$ cat src/rtl/dmem_pkg.sv
// Shared types for the data-memory arbiter slice.
// Owner tags and default bus widths.
package dmem_pkg;

  localparam int ADDR_W = 32;
  localparam int DATA_W = 32;

  typedef enum logic [1:0] {
    NONE = 2'd0,
    CPU  = 2'd1,
    DMA  = 2'd2
  } owner_t;

endpackage

$ cat src/rtl/dmem_arbiter_if.sv
// CPU, DMA and memory bus bundle around the data-memory arbiter.
// slave = arbiter view, master = requester/memory side.
interface dmem_arbiter_if #(
  parameter int ADDR_W = dmem_pkg::ADDR_W,
  parameter int DATA_W = dmem_pkg::DATA_W
);

  logic              cpu_mem_read;
  logic              cpu_mem_write;
  logic [ADDR_W-1:0] cpu_addr;
  logic [DATA_W-1:0] cpu_wd;
  logic              cpu_stall;
  logic              cpu_rvalid;
  logic [DATA_W-1:0] cpu_rdata;

  logic              dma_req;
  logic              dma_we;
  logic [ADDR_W-1:0] dma_addr;
  logic [DATA_W-1:0] dma_wd;
  logic              dma_gnt;
  logic              dma_rvalid;
  logic [DATA_W-1:0] dma_rdata;

  logic              mem_read;
  logic              mem_write;
  logic [ADDR_W-1:0] mem_addr;
  logic [DATA_W-1:0] mem_wd;
  logic [DATA_W-1:0] mem_rd;

  modport slave (
    input  cpu_mem_read, cpu_mem_write,
    input  cpu_addr, cpu_wd,
    output cpu_stall, cpu_rvalid, cpu_rdata,
    input  dma_req, dma_we, dma_addr, dma_wd,
    output dma_gnt, dma_rvalid, dma_rdata,
    output mem_read, mem_write,
    output mem_addr, mem_wd,
    input  mem_rd
  );

  modport master (
    output cpu_mem_read, cpu_mem_write,
    output cpu_addr, cpu_wd,
    input  cpu_stall, cpu_rvalid, cpu_rdata,
    output dma_req, dma_we, dma_addr, dma_wd,
    input  dma_gnt, dma_rvalid, dma_rdata,
    input  mem_read, mem_write,
    input  mem_addr, mem_wd,
    output mem_rd
  );

endinterface

$ cat src/rtl/dmem_arbiter_starve_counter.sv
// Saturating denial counter; at_max flags that
// the waiting requester must be forced through.
module starve_counter #(
  parameter  int MAX = 4,
  localparam int W   = $clog2(MAX + 1)
) (
  input  logic clk,
  input  logic rst,
  input  logic inc,
  input  logic clr,
  output logic at_max
);

  logic [W-1:0] cnt;

  assign at_max = (cnt == W'(MAX));

  always_ff @(posedge clk) begin
    if (rst || clr) begin
      cnt <= '0;
    end else if (inc && !at_max) begin
      cnt <= cnt + 1'b1;
    end
  end

endmodule

$ cat src/rtl/dmem_arbiter.sv
// Two-port arbiter for the single-port data memory:
// CPU first, DMA forced through after STARVE_MAX denials.
module dmem_arbiter #(
  parameter int ADDR_W     = dmem_pkg::ADDR_W,
  parameter int DATA_W     = dmem_pkg::DATA_W,
  parameter int STARVE_MAX = 4
) (
  input logic           CLK,
  input logic           RST,
  dmem_arbiter_if.slave bus
);

  import dmem_pkg::*;

  owner_t rsp_owner;

  logic              cpu_act;
  logic              cpu_iss;
  logic              cpu_rd;
  logic              gnt;
  logic              force_gnt;
  logic              at_max;
  logic              denied;
  logic              rd_n;
  logic              wr_n;
  logic [ADDR_W-1:0] addr_n;
  logic [DATA_W-1:0] wd_n;
  logic              cpu_rv;
  logic              dma_rv;

  assign cpu_act   = bus.cpu_mem_read | bus.cpu_mem_write;
  assign cpu_rd    = bus.cpu_mem_read & ~bus.cpu_mem_write;
  assign force_gnt = bus.dma_req & at_max;
  assign gnt       = ~RST & bus.dma_req
                   & (~cpu_act | force_gnt);
  assign cpu_iss   = ~RST & cpu_act & ~gnt;
  assign denied    = bus.dma_req & ~gnt;

  assign bus.dma_gnt   = gnt;
  assign bus.cpu_stall = cpu_act & gnt;

  starve_counter #(
    .MAX (STARVE_MAX)
  ) u_starve (
    .clk    (CLK),
    .rst    (RST),
    .inc    (denied),
    .clr    (~denied),
    .at_max (at_max)
  );

  always_comb begin
    rd_n   = 1'b0;
    wr_n   = 1'b0;
    addr_n = '0;
    wd_n   = '0;
    unique case (1'b1)
      gnt: begin
        rd_n   = ~bus.dma_we;
        wr_n   = bus.dma_we;
        addr_n = bus.dma_addr;
        wd_n   = bus.dma_wd;
      end
      cpu_iss: begin
        rd_n   = cpu_rd;
        wr_n   = bus.cpu_mem_write;
        addr_n = bus.cpu_addr;
        wd_n   = bus.cpu_wd;
      end
      default: ;
    endcase
  end

  assign bus.mem_read  = rd_n;
  assign bus.mem_write = wr_n;
  assign bus.mem_addr  = addr_n;
  assign bus.mem_wd    = wd_n;

  // Tag who owns next cycle's mem_rd.
  always_ff @(posedge CLK) begin
    if (RST) begin
      rsp_owner <= NONE;
    end else if (cpu_iss && cpu_rd) begin
      rsp_owner <= CPU;
    end else if (gnt && !bus.dma_we) begin
      rsp_owner <= DMA;
    end else begin
      rsp_owner <= NONE;
    end
  end

  assign cpu_rv = ~RST & (rsp_owner == CPU);
  assign dma_rv = ~RST & (rsp_owner == DMA);

  assign bus.cpu_rvalid = cpu_rv;
  assign bus.cpu_rdata  = cpu_rv ? bus.mem_rd : '0;
  assign bus.dma_rvalid = dma_rv;
  assign bus.dma_rdata  = dma_rv ? bus.mem_rd : '0;

endmodule

$ cat src/flat_wrapper.sv
// flat-port wrapper written by rule: the top's interface ports become plain ports
module dmem_arbiter_flat import dmem_pkg::*;
#(
  parameter int ADDR_W     = dmem_pkg::ADDR_W,
  parameter int DATA_W     = dmem_pkg::DATA_W,
  parameter int STARVE_MAX = 4
)
  (CLK, RST, bus_cpu_mem_read, bus_cpu_mem_write, bus_cpu_addr, bus_cpu_wd, bus_cpu_stall, bus_cpu_rvalid, bus_cpu_rdata, bus_dma_req, bus_dma_we, bus_dma_addr, bus_dma_wd, bus_dma_gnt, bus_dma_rvalid, bus_dma_rdata, bus_mem_read, bus_mem_write, bus_mem_addr, bus_mem_wd, bus_mem_rd);
  dmem_arbiter_if #(.ADDR_W(ADDR_W), .DATA_W(DATA_W)) bus_i ();
  input logic CLK;
  input logic RST;
  input wire logic [$bits(bus_i.cpu_mem_read)-1:0] bus_cpu_mem_read;
  input wire logic [$bits(bus_i.cpu_mem_write)-1:0] bus_cpu_mem_write;
  input wire logic [$bits(bus_i.cpu_addr)-1:0] bus_cpu_addr;
  input wire logic [$bits(bus_i.cpu_wd)-1:0] bus_cpu_wd;
  output wire logic [$bits(bus_i.cpu_stall)-1:0] bus_cpu_stall;
  output wire logic [$bits(bus_i.cpu_rvalid)-1:0] bus_cpu_rvalid;
  output wire logic [$bits(bus_i.cpu_rdata)-1:0] bus_cpu_rdata;
  input wire logic [$bits(bus_i.dma_req)-1:0] bus_dma_req;
  input wire logic [$bits(bus_i.dma_we)-1:0] bus_dma_we;
  input wire logic [$bits(bus_i.dma_addr)-1:0] bus_dma_addr;
  input wire logic [$bits(bus_i.dma_wd)-1:0] bus_dma_wd;
  output wire logic [$bits(bus_i.dma_gnt)-1:0] bus_dma_gnt;
  output wire logic [$bits(bus_i.dma_rvalid)-1:0] bus_dma_rvalid;
  output wire logic [$bits(bus_i.dma_rdata)-1:0] bus_dma_rdata;
  output wire logic [$bits(bus_i.mem_read)-1:0] bus_mem_read;
  output wire logic [$bits(bus_i.mem_write)-1:0] bus_mem_write;
  output wire logic [$bits(bus_i.mem_addr)-1:0] bus_mem_addr;
  output wire logic [$bits(bus_i.mem_wd)-1:0] bus_mem_wd;
  input wire logic [$bits(bus_i.mem_rd)-1:0] bus_mem_rd;
  assign bus_i.cpu_mem_read = bus_cpu_mem_read;
  assign bus_i.cpu_mem_write = bus_cpu_mem_write;
  assign bus_i.cpu_addr = bus_cpu_addr;
  assign bus_i.cpu_wd = bus_cpu_wd;
  assign bus_cpu_stall = bus_i.cpu_stall;
  assign bus_cpu_rvalid = bus_i.cpu_rvalid;
  assign bus_cpu_rdata = bus_i.cpu_rdata;
  assign bus_i.dma_req = bus_dma_req;
  assign bus_i.dma_we = bus_dma_we;
  assign bus_i.dma_addr = bus_dma_addr;
  assign bus_i.dma_wd = bus_dma_wd;
  assign bus_dma_gnt = bus_i.dma_gnt;
  assign bus_dma_rvalid = bus_i.dma_rvalid;
  assign bus_dma_rdata = bus_i.dma_rdata;
  assign bus_mem_read = bus_i.mem_read;
  assign bus_mem_write = bus_i.mem_write;
  assign bus_mem_addr = bus_i.mem_addr;
  assign bus_mem_wd = bus_i.mem_wd;
  assign bus_i.mem_rd = bus_mem_rd;
  dmem_arbiter #(.ADDR_W(ADDR_W), .DATA_W(DATA_W), .STARVE_MAX(STARVE_MAX)) u_core (.CLK(CLK), .RST(RST), .bus(bus_i));
endmodule
$ cat config.mk
export PLATFORM = sky130hd
export DESIGN_NAME = dmem_arbiter_flat
export DESIGN_NICKNAME = d
export VERILOG_FILES = /design/src/rtl/dmem_pkg.sv /design/src/rtl/dmem_arbiter_if.sv /design/src/rtl/dmem_arbiter_starve_counter.sv /design/src/rtl/dmem_arbiter.sv /design/src/flat_wrapper.sv
export SDC_FILE = /design/constraint.sdc
export NUM_CORES = 1
export LEC_CHECK = 0
export CORE_AREA = 2 2 118 120
export CTS_CLUSTER_DIAMETER = 120
export DETAILED_ROUTE_END_ITERATION = 8
export DIE_AREA = 0 0 120 122
export PLACE_DENSITY = 0.51
export SLEW_MARGIN = 20
export SYNTH_ARGS = -nofsm -noshare
export SYNTH_HDL_FRONTEND = slang
export SYNTH_SLANG_ARGS = --single-unit
$ cat constraint.sdc
create_clock -name CLK -period 2.5 [get_ports CLK]
set_clock_uncertainty 0.15 [all_clocks]
set_input_delay 0.5 -clock CLK [delete_from_list [all_inputs] [get_ports CLK]]
set_output_delay 0.5 -clock CLK [all_outputs]
set_load 0.01 [all_outputs]
After elaboration in Yosys (flattened, before gate mapping)
Cells that the tools add are included.
{"block": "op_classes", "n_reduce_logical": 7, "n_mux": 8, "n_bitwise": 18, "n_addsub": 1, "n_eq_ne": 3}
{"cell": "32-bit case mux with 2 select lines", "n": 2}
{"cell": "32-bit 2-to-1 mux", "n": 2}
{"cell": "1-bit bitwise AND", "n": 10}
{"cell": "1-bit NOT", "n": 6}
{"cell": "1-bit case mux with 2 select lines", "n": 2}
{"cell": "3-bit by 1-bit adder with 3-bit output, second input constant", "n": 1}
{"cell": "3-bit equality test, second input constant", "n": 1}
{"cell": "1-bit logical AND", "n": 3}
{"cell": "2-bit by 1-bit equality test with 1-bit output, second input constant", "n": 1}
{"cell": "2-bit equality test, second input constant", "n": 1}
{"cell": "1-bit zero test", "n": 2}
{"cell": "2-bit 2-to-1 mux", "n": 1}
{"cell": "1-bit OR", "n": 2}
{"cell": "2-bit OR reduction", "n": 1}
{"cell": "1-bit logical OR", "n": 1}
{"cell": "1-bit 2-to-1 mux", "n": 1}
{"block": "word_totals", "out_inout_bits": 134, "wordCells": 40, "regBits": 5, "in_bits": 166}

Logic depth before layout (Yosys ltp)
{"block": "depth", "ltp_word": 8, "mapped_depth": 7}

Hierarchy
A second synthesis with hierarchy kept.
{"block": "unflattened", "hier_cells": 185, "area_unflattened_um2": 1416.4}
{"mod": "dmem_arbiter", "n_inst": 1, "area_per_inst_um2": 1228.7, "cells_per_inst": 167}
{"mod": "starve_counter", "n_inst": 1, "area_per_inst_um2": 187.7, "cells_per_inst": 18}

Worst setup path after synthesis
Ideal clock, no wire load.
{"block": "synth_timing", "kind": "reg2out", "startpoint": "reg u_core.u_starve.cnt[0]", "endpoint": "out bus_mem_addr[0]", "arrival_time_ns": 1.402, "path_stages_with_launch": 7, "setup_slack_ns": 0.448, "cell_sequence": "dfxtp_1 > inv_1 > ha_1 > a31o_2 > nor2_4 > buf_2 > a22o_1"}
{"block": "synth_via", "elab_chain_cells": 7}
{"element": "from (decl)", "line": "dmem_arbiter_starve_counter.sv:14", "text": "logic [W-1:0] cnt;"}
{"element": "from (signal assigned)", "line": "dmem_arbiter_starve_counter.sv:22", "text": "cnt <= cnt + 1'b1;"}
{"element": "3-bit equality test *", "line": "dmem_arbiter_starve_counter.sv:16", "text": "assign at_max = (cnt == W'(MAX));"}
{"element": "1-bit bitwise AND *", "line": "dmem_arbiter.sv:33", "text": "assign force_gnt = bus.dma_req & at_max;"}
{"element": "1-bit OR *", "line": "dmem_arbiter.sv:35", "text": "& (~cpu_act | force_gnt);"}
{"element": "1-bit bitwise AND *", "line": "dmem_arbiter.sv:35"}
{"element": "1-bit NOT", "line": "dmem_arbiter.sv:36", "text": "assign cpu_iss = ~RST & cpu_act & ~gnt;"}
{"element": "1-bit bitwise AND", "line": "dmem_arbiter.sv:36"}
{"element": "32-bit case mux with 2 select lines *", "line": "dmem_arbiter.sv:57", "text": "unique case (1'b1)"}
{"element": "to (decl)", "line": "flat_wrapper.sv:28", "text": "output wire logic [$bits(bus_i.mem_addr)-1:0] bus_mem_addr;"}
Mark *: on every way between the ends. The rest lies on a longest branch, timed or not.

Worst setup path in the final report
{"block": "layout_timing", "startpoint": "reg u_core.u_starve.cnt[1]", "endpoint": "out bus_mem_addr[21]"}
Same word-level chain as after synthesis.

==> summary.md <==
| Metric | Value |
|---|---|
| Synthesized Nets | 349 |
| WP data required | approximately 1900 ps |
| Final wirelength | 12.36 mm |
| Initial DRC count | 126 |
| Antenna cell count | 0 |
| Critical-path maximum fanout | 14 |
| GR Util All Layers | 15.37% |
| Design Power | ~1.0 mW |
| Crit Path Category | reg -> out |
| Grt ovf | 0 |
| I/O pin cnt | 300 |
| Post-detail-place hpwl | 9.195 mm |
| CTS tree | done |
| First-pass GRT wire length | approximately 17 mm |
| Die ar. | 14640 um2 |
| PD cells | 207.3 nW/um2 |
| Syn Area/Cell | 7.652 um2 |
| # setup viols final | 0 |
| Core area | 13500 um2 |
| Endpoints failing hold | 0 |
| Final nets | 673 |
| DRC viols | 0 |
| Lkg Pwr | 2.427 nW |
| Mapped Cells | ~180 |
| Peak supply drop | 0.2060 mV |
| DR pass1 iterations | 4 |
| DR WL/cell | 18.08 um |
| Crit end category | output port |
| ANT nets after route | 0 |
| RSZ-0062 raised after global routing | yes |
| Die height | 122 um |
| Top cells by area, synth | a22o_1 (40%), and2_1 (29%), dfxtp_1 (7.2%) |
| Vias per inst | 3.969 |
| Total clock sinks | 5 |
| Num CTS Buffers | 3 |
| Hold Crit Class | reg -> reg |
| H-tree depth | 1 |
| Root buffer cell | clkbuf_16 |
| I/O Buffers | 299 |
| Initial core utilization | 10.26% |
| Yosys top cell by area | a22o_1 |
| Hold_buf cts | 0 |
| Deepest clock path buffer count | 2 |
| Die X | 120 um |
| Vias in the first global route | ~2.8k |
| Worst-margin pin slew | 226.6 ps |
| Yosys Warn Count | 0 |
| Layout cell share with drive strength beyond 1 | 25.00% |
| Initial antenna violation count | 2 |
| Worst-path clk slew | 30 ps |
| Largest net degree at the start of global routing | 34 |
| Synth Register Bits | 5 |
| Slew Viols, Final | 0 |
| Outcome | finished, final reports clean |
| Worst skew pair latency | between 200 and 250 ps |
| Period utilization | 96.81% |
| Sequential element share of the synthesized area | 7.227% |
| Most frequent cells in the layout | clkdlybuf4s50_1 (161), dlygate4sd2_1 (65), and2_1 (64) |
| Fillers | 1462 |
| Area of the multi-input gates | 1231 um2 |
| Core Util, Final | 35.64% |
| CP arrival | around 1800 ps |
| Row count | 43 |
| Final Critical Period | 2420 ps |
| Synth unique cells | 23 |
| Highest clock rate | 413.2 MHz |
| Total vias in the final route | 2715 |
| GPL Wtd Cong | 0.8487 |
| Max-slew headroom | 84.87% |
| Max Cap Viol | 0 |
| Register area | between 100 and 150 um2 |
| Synth Cell Area | ~1400 um2 |
| Most common cell after layout, fill and taps aside | clkdlybuf4s50_1 |
| Area grow syn2layout | 247.5% |
| Top cell type's share of synthesized area | 40.47% |
| CP startpoint kind | flip-flop |
==> registers in the layout (all words and copies together) (netlist names) <==
name,flops
u_core.u_starve.cnt,3
u_core.rsp_owner,2
==> critical path, cell delays in order (launching register included) <==
cell and delay, ps:
dfxtp_2 320, inv_2 40, ha_4 160, a31o_4 230, nor2_4 120, buf_6 120
buf_4 110, buf_12 130, a22o_1 160, buf_2 140
==> final timing paths <==
kind	start	to	slack [ps]	cells past startpoint
max reg2reg	u_core.u_starve.cnt[1]$_SDFFE_PP0P_	u_core.rsp_owner[0]$_SDFF_PP0_	1200	6
min reg2reg	u_core.u_starve.cnt[0]$_SDFFE_PP0P_	u_core.u_starve.cnt[0]$_SDFFE_PP0P_	390	2
min	u_core.u_starve.cnt[0]$_SDFFE_PP0P_	u_core.u_starve.cnt[0]$_SDFFE_PP0P_	390	2
max	u_core.u_starve.cnt[1]$_SDFFE_PP0P_	bus_mem_addr[21]	80	9
==> timing repair <==
item	in CTS	in global routing
pin swaps	14	5
setup buffers	12	0
setup endpoints to repair	134	103
hold endpoints to repair	0	0
resized for setup	356	20
cloned	8	1
==> cells by family (layout without fill, tap and decap cells) <==
kind of cell | count (synthesis) | after routing | share of synthesized area (%)
buffers and inverters | 21 | 344 | 9.755
AO/OA/AOI/OAI | 69 | 69 | 43.90
multiplexers | 1 | 1 | 0.7227
flip-flops | 5 | 5 | 7.227
AND/OR/NAND/NOR | 83 | 83 | 36.58
adder cells (fa/ha/maj) | 2 | 2 | 1.806
==> synthesized netlist by cell type (all sizes together) <==
cell type	n
nor3	3
buf	15
and3	2
a22o	64
nor3b	2
a32o	1
dfxtp	5
a211o	1
inv	2
o21ai	1
nand2	2
clkbuf	4
nor2	5
a31o	1
and2	64
nor2b	2
ha	2
a2bb2oi	1
mux2i	1
nand3	1
nand2b	2
==> where the power goes <==
part	switching (mW)	total [mW]	leakage, nW	internal, mW
combinational	0.225	0.649	2.35	0.424
sequential	0.00183	0.0846	0.0416	0.0828
clock	0.0529	0.264	0.0382	0.211
==> stage by stage <==
| stage | worst slack, ps | std cells | hold slack [ps] | instance area [um2] | TNS [ps] |
|---|---|---|---|---|---|
| floorplan | 448.0 | 181 | 351.7 | 1385 | 0 |
| global placement | -559.2 | 660 | 364.9 | 4686 | -59240 |
| detailed placement | -568.7 | 660 | 384.5 | 4686 | -61020 |
| CTS | -20.15 | 684 | 394.2 | 4838 | -28.16 |
| global route | -10.45 | 684 | 419.2 | 4813 | -14.36 |
| finish | 79.84 | 684 | 388.1 | 4813 | 0 |
==> per-layer routing <==
| layer | up-vias | share of wire (%) | GRT usage [%] |
|---|---|---|---|
| met5 | - | 0.22 | 0 |
| met4 | 4 | 0 | 1.029 |
| met3 | 4 | 7.2 | 3.371 |
| met2 | 127 | 50 | 27.59 |
| met1 | 1247 | 43 | 19.62 |
| li1 | 1333 | - | - |
==> cell type report <==
cell class,count,share of cell area [%]
timing repair buffer,338,65.82
clock buffer,4,1.638
tap,180,4.679
sequential,5,2.132
inverter,2,0.1560
multi-input combinational,155,25.58
Note: power is estimated with default switching activity, not from simulation.
